## config.mk

```make
export PLATFORM = sky130hd
export DESIGN_NAME = alu_exec
export DESIGN_NICKNAME = d
export VERILOG_FILES = /design/src/rtl/alu_pkg.sv /design/src/rtl/seq_mul.sv /design/src/rtl/alu_exec.sv
export SDC_FILE = /design/constraint.sdc
export NUM_CORES = 1
export LEC_CHECK = 0
export CORE_MARGIN = 2
export CORE_UTILIZATION = 49
export DETAILED_ROUTE_END_ITERATION = 16
export PLACE_DENSITY = 0.78
export SLEW_MARGIN = 0
export SYNTH_ARGS = -nofsm -noshare
export SYNTH_HDL_FRONTEND = slang
export SYNTH_HIERARCHICAL = 1
export SYNTH_SLANG_ARGS = --single-unit
```

## constraint.sdc

```tcl
create_clock -name Clk -period 0.8 [get_ports Clk]
set_input_delay 0.16 -clock Clk [delete_from_list [all_inputs] [get_ports Clk]]
set_output_delay 0.16 -clock Clk [all_outputs]
set_load 0.02 [all_outputs]
```

## src/rtl/alu_pkg.sv

```systemverilog
// Shared types and constants for the alu_exec execute stage.
// Optional MUL support is selected by the ALU_MUL_EN macro in the users of this package.
package alu_pkg;

  localparam int ALU_W      = 8;       // default datapath width
  localparam int ALU_D      = 4;       // default register address width
  localparam int MUL_CYCLES = ALU_W;   // one shift-add iteration per multiplier bit

  typedef enum logic [3:0] {
    OP_NOP   = 4'd0,
    OP_ADD   = 4'd1,
    OP_SUB   = 4'd2,
    OP_AND   = 4'd3,
    OP_OR    = 4'd4,
    OP_XOR   = 4'd5,
    OP_SHL   = 4'd6,
    OP_SHR   = 4'd7,
    OP_PASS  = 4'd8,
    OP_CMPGE = 4'd9,
    OP_MUL   = 4'd10
  } op_t;

  typedef enum logic [0:0] {
    IDLE    = 1'b0,
    MUL_RUN = 1'b1
  } state_t;

endpackage

```

## src/rtl/seq_mul.sv

```systemverilog
// Iterative shift-add multiplier core producing the low W bits of a*b.
// One iteration per cycle; done is high during the final iteration and
// product then already includes that iteration's partial sum.
module seq_mul
  import alu_pkg::*;
#(
  parameter int W = MUL_CYCLES
) (
  input  logic         clk,
  input  logic         rst,
  input  logic         clear,
  input  logic         start,
  input  logic [W-1:0] a,
  input  logic [W-1:0] b,
  output logic         busy,
  output logic         done,
  output logic [W-1:0] product
);

  localparam int CW = (W > 1) ? $clog2(W) : 1;

  logic [W-1:0]  mcand;
  logic [W-1:0]  mplier;
  logic [W-1:0]  acc;
  logic [CW-1:0] count;
  logic [W-1:0]  acc_next;

  // Partial sum for the current iteration: add the shifted multiplicand when the multiplier LSB is set.
  always_comb begin
    acc_next = acc;
    if (mplier[0]) begin
      acc_next = acc + mcand;
    end else begin
      acc_next = acc;
    end
  end

  assign done    = busy && (count == CW'(W - 1));
  assign product = acc_next;

  // Load operands on start, iterate while busy, drop the partial product on clear.
  always_ff @(posedge clk or posedge rst) begin
    if (rst) begin
      mcand  <= '0;
      mplier <= '0;
      acc    <= '0;
      count  <= '0;
      busy   <= 1'b0;
    end else if (clear) begin
      mcand  <= '0;
      mplier <= '0;
      acc    <= '0;
      count  <= '0;
      busy   <= 1'b0;
    end else if (start) begin
      mcand  <= a;
      mplier <= b;
      acc    <= '0;
      count  <= '0;
      busy   <= 1'b1;
    end else if (busy) begin
      acc    <= acc_next;
      mcand  <= mcand << 1;
      mplier <= mplier >> 1;
      count  <= count + CW'(1);
      if (done) begin
        busy <= 1'b0;
      end else begin
        busy <= 1'b1;
      end
    end else begin
      busy <= 1'b0;
    end
  end

endmodule

```

## src/rtl/alu_exec.sv

```systemverilog
// Execute stage between the register file read ports and its write side.
// Single-cycle ALU ops write back one cycle after acceptance; MUL runs as an
// iterative shift-add with Busy back-pressure.
// Macro ALU_MUL_EN: when defined, MUL is implemented; when undefined MUL decodes
// as NOP and no multiplier state is built.
module alu_exec
  import alu_pkg::*;
#(
  parameter int W = ALU_W,
  parameter int D = ALU_D
) (
  input  logic         Clk,
  input  logic         Reset,
  input  logic         Start,
  input  logic         OpValid,
  input  logic [3:0]   Op,
  input  logic [W-1:0] OperandA,
  input  logic [W-1:0] OperandB,
  input  logic [D-1:0] DestIn,
  output logic         Busy,
  output logic         ResultValid,
  output logic [W-1:0] Result,
  output logic [D-1:0] DestOut,
  output logic         Carry,
  output logic         GE_FlagSet
);

  logic         accept;
  logic [W:0]   sum_w;
  logic [W:0]   shl_w;
  logic [W:0]   shr_w;
  logic [W-1:0] alu_res;
  logic         alu_carry;
  logic         alu_wr;
  logic         alu_ge;

  logic         mul_done;
  logic [W-1:0] mul_product;
  logic [D-1:0] mul_dest;
  logic         busy_next;

  // Start has priority, so a request coinciding with Start is dropped.
  assign accept = OpValid & ~Busy & ~Start;

  // Extra bit on each side catches carry-out and the last bit shifted out.
  assign sum_w = {1'b0, OperandA} + {1'b0, OperandB};
  assign shl_w = {1'b0, OperandA} << OperandB[2:0];
  assign shr_w = {OperandA, 1'b0} >> OperandB[2:0];

  // Decode the single-cycle result, carry, writeback and GE flag for the presented op.
  always_comb begin
    alu_res   = '0;
    alu_carry = Carry;
    alu_wr    = 1'b0;
    alu_ge    = 1'b0;
    case (Op)
      OP_ADD: begin
        alu_res   = sum_w[W-1:0];
        alu_carry = sum_w[W];
        alu_wr    = 1'b1;
      end
      OP_SUB: begin
        alu_res   = OperandA - OperandB;
        alu_carry = (OperandA >= OperandB);
        alu_wr    = 1'b1;
      end
      OP_AND: begin
        alu_res = OperandA & OperandB;
        alu_wr  = 1'b1;
      end
      OP_OR: begin
        alu_res = OperandA | OperandB;
        alu_wr  = 1'b1;
      end
      OP_XOR: begin
        alu_res = OperandA ^ OperandB;
        alu_wr  = 1'b1;
      end
      OP_SHL: begin
        alu_res   = shl_w[W-1:0];
        alu_carry = shl_w[W];
        alu_wr    = 1'b1;
      end
      OP_SHR: begin
        alu_res   = shr_w[W:1];
        alu_carry = shr_w[0];
        alu_wr    = 1'b1;
      end
      OP_PASS: begin
        alu_res = OperandB;
        alu_wr  = 1'b1;
      end
      OP_CMPGE: begin
        alu_ge = (OperandA >= OperandB);
      end
      default: begin
        alu_res   = '0;
        alu_carry = Carry;
        alu_wr    = 1'b0;
        alu_ge    = 1'b0;
      end
    endcase
  end

`ifdef ALU_MUL_EN
  state_t state;
  state_t next_state;
  logic   mul_start;
  logic   mul_busy;

  // MUL sequencing state register.
  always_ff @(posedge Clk or posedge Reset) begin
    if (Reset) begin
      state <= IDLE;
    end else begin
      state <= next_state;
    end
  end

  // Enter MUL_RUN on an accepted MUL; leave on done, Start, or if the core is unexpectedly idle.
  always_comb begin
    next_state = state;
    mul_start  = 1'b0;
    case (state)
      IDLE: begin
        if (accept && (Op == OP_MUL)) begin
          next_state = MUL_RUN;
          mul_start  = 1'b1;
        end else begin
          next_state = IDLE;
        end
      end
      MUL_RUN: begin
        if (Start || mul_done || !mul_busy) begin
          next_state = IDLE;
        end else begin
          next_state = MUL_RUN;
        end
      end
      default: begin
        next_state = IDLE;
      end
    endcase
  end

  // Capture the destination register of the multiply for its delayed writeback.
  always_ff @(posedge Clk or posedge Reset) begin
    if (Reset) begin
      mul_dest <= '0;
    end else if (mul_start) begin
      mul_dest <= DestIn;
    end else begin
      mul_dest <= mul_dest;
    end
  end

  seq_mul #(.W(W)) u_mul (
    .clk     (Clk),
    .rst     (Reset),
    .clear   (Start),
    .start   (mul_start),
    .a       (OperandA),
    .b       (OperandB),
    .busy    (mul_busy),
    .done    (mul_done),
    .product (mul_product)
  );

  assign busy_next = (next_state == MUL_RUN);
`else
  assign mul_done    = 1'b0;
  assign mul_product = '0;
  assign mul_dest    = '0;
  assign busy_next   = 1'b0;
`endif

  // Registered outputs: multiply writeback, single-cycle writeback, flags and Busy.
  always_ff @(posedge Clk or posedge Reset) begin
    if (Reset) begin
      Busy        <= 1'b0;
      ResultValid <= 1'b0;
      Result      <= '0;
      DestOut     <= '0;
      Carry       <= 1'b0;
      GE_FlagSet  <= 1'b0;
    end else if (Start) begin
      Busy        <= 1'b0;
      ResultValid <= 1'b0;
      GE_FlagSet  <= 1'b0;
    end else begin
      Busy        <= busy_next;
      ResultValid <= 1'b0;
      GE_FlagSet  <= 1'b0;
      if (mul_done) begin
        Result      <= mul_product;
        DestOut     <= mul_dest;
        ResultValid <= 1'b1;
      end else if (accept) begin
        if (alu_wr) begin
          Result      <= alu_res;
          DestOut     <= DestIn;
          ResultValid <= 1'b1;
        end else begin
          ResultValid <= 1'b0;
        end
        Carry      <= alu_carry;
        GE_FlagSet <= alu_ge;
      end else begin
        ResultValid <= 1'b0;
      end
    end
  end

endmodule

```

==> flow_metrics.tcl, run 1 <==
set metrics [dict create \
    floorplan.die.width_um 74.71 \
    status "aborted with a tool error" \
    cts-root-buf "clkbuf_8" \
    synth_enable_flop_cells 0 \
    xor_xnor_cell_area_share_of_the_yosys_netlist_pct 3.575 \
    last_stage_reached "5_1_grt" \
    numClockSinks 15 \
    post_synth_num_cell_types 61 \
    post_synth_fa_ha_maj_area_fraction_pct 14.40 \
    placedInstanceArea_um2 3685 \
    initial_core_utilization_pct 51.19 \
    synth_nets 374 \
    standard_cell_row_count 25 \
    grt_repair_worst_endpoint "Result[4]$_DFFE_PP0P_/D" \
    clockBufferDepth 2 \
    worst_endpoint_kind "sequential cell input" \
    dp_hpwl_um 7309 \
    post_synth_mux_area_share_pct 10.83 \
    netlist_area_um2 2450 \
    post-synth-top-area-cell "dfrtp_1" \
    yosysWarningCount 6 \
    synth_area_leaders "dfrtp_1 (15%), ha_1 (13%), a21oi_1 (6.1%)" \
    htree_num_levels 1 \
    io_pins 44 \
    syn-mean-instance-area_um2 7.680 \
    cts-buffers-inserted 3 \
    fraction_of_synthesized_cell_area_taken_by_the_top_area_cell_type_pct 15.32 \
    synth_compound_area_share_pct 26.92 \
    synth_top_cells_by_count "nor2_1 (33), a21oi_1 (30), inv_1 (26), ha_1 (25), nand2_1 (20)" \
    synth-simple-area-share_pct 20.58 \
    grt_max_degree 22 \
    largest_family_of_logic_cells_by_synthesized_area "compound AO/OA/AOI/OAI gates" \
    synth_ff_type "dfrtp_1" \
    cts.hold.buffers_added 0 \
    ys_seq_area_share_pct 15.32 \
    ys_seq_elements 15 \
    post_syn_instances 319 \
    yosysMostFrequentCell "nor2_1" \
    gpl.final_weighted_congestion 1.012 \
    error "[ERROR DPL-0038] Utilization greater than 100%, impossible to legalize" \
    io_buffer_count 42 \
    fraction_of_synthesis_flops_using_an_asynchronous_set_or_reset_pin_pct 100.0 \
    chipHeight_um 74.71 \
]
==> through the flow <==
step	setup slack, ps	setup TNS [ps]	cells
floorplan	-931.1	-9743	319
global placement	-1560	-25390	500
detailed placement	-1645	-26160	500
CTS	-879.4	-11820	533
==> what timing repair did <==
action / CTS
resized for setup: 285
endpoints found under the setup margin: 30
pin swaps: 40
buffers inserted: 27
gates cloned: 2
==> kinds of logic after synthesis <==
| logic type | count (synthesis) |
|---|---|
| simple gates | 100 |
| compound gates | 97 |
| buf+inv | 47 |
| fa+ha+maj | 27 |
| mux | 22 |
| flops | 15 |
| xor+xnor | 10 |
| other cells | 1 |
==> run 2: changes to the inputs <==
CORE_UTILIZATION = 40   (was 49)
PLACE_DENSITY = default   (was 0.78)
PLACE_DENSITY_LB_ADDON = 0.15   (was default)
clock period = 1.04 ns   (was 0.8 ns; I/O delays follow)
==> run 2 against run 1 <==
  * The flow now finishes, with violations (setup timing)
  * Synthesized area unchanged
  * Synthesized cell count unchanged
==> flow_metrics.tcl, run 2 <==
set metrics [dict create \
    firstDrtPassIters 5 \
    first_global_vias 3202 \
    synth_enable_flop_cells 0 \
    p_leak_nw 2.007 \
    met2_length_um 5103 \
    status "finished, violations left" \
    setup_clock_skew_after_layout_ps 0 \
    min_path_type "in2async" \
    period_needed_ps 1636 \
    synth_area_leaders "dfrtp_1 (15%), ha_1 (13%), a21oi_1 (6.1%)" \
    vias 3264 \
    diodes 0 \
    yosysMostFrequentCell "nor2_1" \
    io_pins 44 \
    numClockSinks 15 \
    gpl.final_weighted_congestion 0.9180 \
    reg2regPathDepth 3 \
    via_per_inst 5.849 \
    worst_slack_ps -595.5 \
    htree_num_levels 1 \
    ir_drop_mv 0.9412 \
    final_common_cell "buf_4" \
    standard_cell_row_count 28 \
    synth_nets 374 \
    fp.coreArea_um2 5921 \
    clockBufferDepth 2 \
    period_share_pct 157.3 \
    design_area_um2 4568 \
    drv_cap 0 \
    area_growth_pct 86.47 \
    timing.final.hold_violations 0 \
    track_usage_pct 32.06 \
    worst_setup_slack_for_register_to_register_paths_ps 190 \
    syn-mean-instance-area_um2 7.680 \
    drt_first_iter_violations 240 \
    met3_wirelength_um 743 \
    insertion_delay_ps 250 \
    netlist_area_um2 2450 \
    routedWlPerCell_um 19.06 \
    dp_hpwl_um 7756 \
    drive_above_1_share_pct 57.97 \
    total_power_mw 3.629 \
    setup.worst_path.end_class "flop" \
    synth_top_cells_by_count "nor2_1 (33), a21oi_1 (30), inv_1 (26), ha_1 (25), nand2_1 (20)" \
    chipHeight_um 82.26 \
    routed.top_layer "met4" \
    postRouteWirelength_um 10630 \
    ys_seq_elements 15 \
    clkTransAtPathRegs_ps 70 \
    layout.nets 539 \
    failed_checks "setup timing" \
    critical_path_arrival_ps 1810 \
    fraction_of_synthesis_flops_using_an_asynchronous_set_or_reset_pin_pct 100.0 \
    grt_setup_unrepaired "yes" \
    layout.core_utilization_pct 77.16 \
    post-synth-top-area-cell "dfrtp_1" \
    initial_core_utilization_pct 41.38 \
    timing.final.setup_violations 15 \
    final_max_slew_viol_count 0 \
    grt_max_degree 21 \
    critical_path_class "in2reg" \
    grt_pass1_wl_um 16310 \
    post_syn_instances 319 \
    largest_reg_flops 8 \
    floorplan.die_area_um2 6767 \
    critPathMaxFanout 2 \
    cts-buffers-inserted 3 \
    drc 0 \
    yosysWarningCount 6 \
    max_freq_mhz 611.4 \
    required_worst_endpoint_ps 1210 \
    cts.hold.buffers_added 0 \
    detail-route-antenna-nets 0 \
    mostFrequentLayoutCells "buf_4 (111), buf_6 (27), nor2_1 (26), buf_2 (21), a21oi_1 (20)" \
    placedInstanceArea_um2 3802 \
    floorplan.die.width_um 82.26 \
    largest_register_by_flop_count "Result" \
    tritoncts "built" \
    reg.largest.list "Result (8), DestOut (4)" \
    cts-root-buf "clkbuf_8" \
    fraction_of_synthesized_cell_area_taken_by_the_top_area_cell_type_pct 15.32 \
    grt_remaining_overflow 0 \
    post_synth_num_cell_types 61 \
    wl_met1_um 4317 \
    cellPowerDensity_nw_per_um2 794.4 \
    fin_worst_hold_slack_ps 265.2 \
    synth_ff_type "dfrtp_1" \
    ys_seq_area_share_pct 15.32 \
    io_buffer_count 42 \
    antenna_found_initial 0 \
    timing.critical_path.from_type "primary input" \
]
[run 2: metal layers]
| layer | global-route usage (%) | vias to the layer above |
|---|---|---|
| met5 | 0 | - |
| met4 | 12.17 | 0 |
| met3 | 3.913 | 37 |
| met2 | 53.63 | 169 |
| met1 | 41.98 | 1559 |
| li1 | - | 1499 |
[run 2: final timing paths]
kind                             start          end
setup / recovery           OperandA[1]        Carry
hold / removal                   Reset  ResultValid
setup reg to reg             Result[6]    Result[6]
hold reg to reg             DestOut[0]   DestOut[0]
max in group asynchronous        Reset   DestOut[0]
min in group Clk            DestOut[0]   DestOut[0]
[run 2: worst max-delay path: stages]
cell and delay [ps]:
buf_8 100, inv_4 50, ha_4 200, or4_1 530
o2111a_1 160, o41ai_2 290, nand2_1 130, a41oi_2 140
[run 2: where the power goes]
group          leakage [nW]  internal [mW]  switching, mW
registers             0.179          0.698         0.0730
logic                  1.80           1.20           1.17
clock network        0.0255          0.266          0.222
total                  2.01           2.16           1.47
[run 2: logic make-up (layout without fill, tap and decap cells)]
logic type               count (synthesis)  after routing  synth area share [%]
other                                    1              1                0.1531
multiplexers                            22             22                 10.83
AND/OR/NAND/NOR                        100            100                 20.58
XOR/XNOR                                10             10                 3.575
buffers and inverters                   47            211                 8.222
adder cells (fa/ha/maj)                 27             27                 14.40
flip-flops                              15             15                 15.32
AO/OA/AOI/OAI                           97             97                 26.92
[run 2: through the flow]
step,setup TNS (ps),std cells,setup WS (ps)
2_1_floorplan,-6863,319,-739.1
5_1_grt,-7108,558,-645.7
3_3_place_gp,-19280,524,-1381
4_1_cts,-6333,549,-685.3
6_report,-6457,558,-595.5
3_5_place_dp,-19690,524,-1455
[run 2: final cells by class]
cell class | instances | area (um^2)
multi-input cells | 257 | 2370
repair buffers | 179 | 1535
fillers | 424 | 1353
flip-flops and latches | 15 | 375.4
inverters | 28 | 147.6
well taps | 75 | 93.84
clock buffers | 3 | 41.29
clock inverters | 1 | 5.005
[run 2: what timing repair did]
| item | 4_1_cts | 5_1_grt |
|---|---|---|
| setup endpoints to repair | 30 | 17 |
| buffers inserted | 18 | 9 |
| cloned | 3 | 0 |
| resized for setup | 262 | 26 |
| pin swaps | 47 | 35 |
No activity file was read; power rests on OpenSTA's default activity.
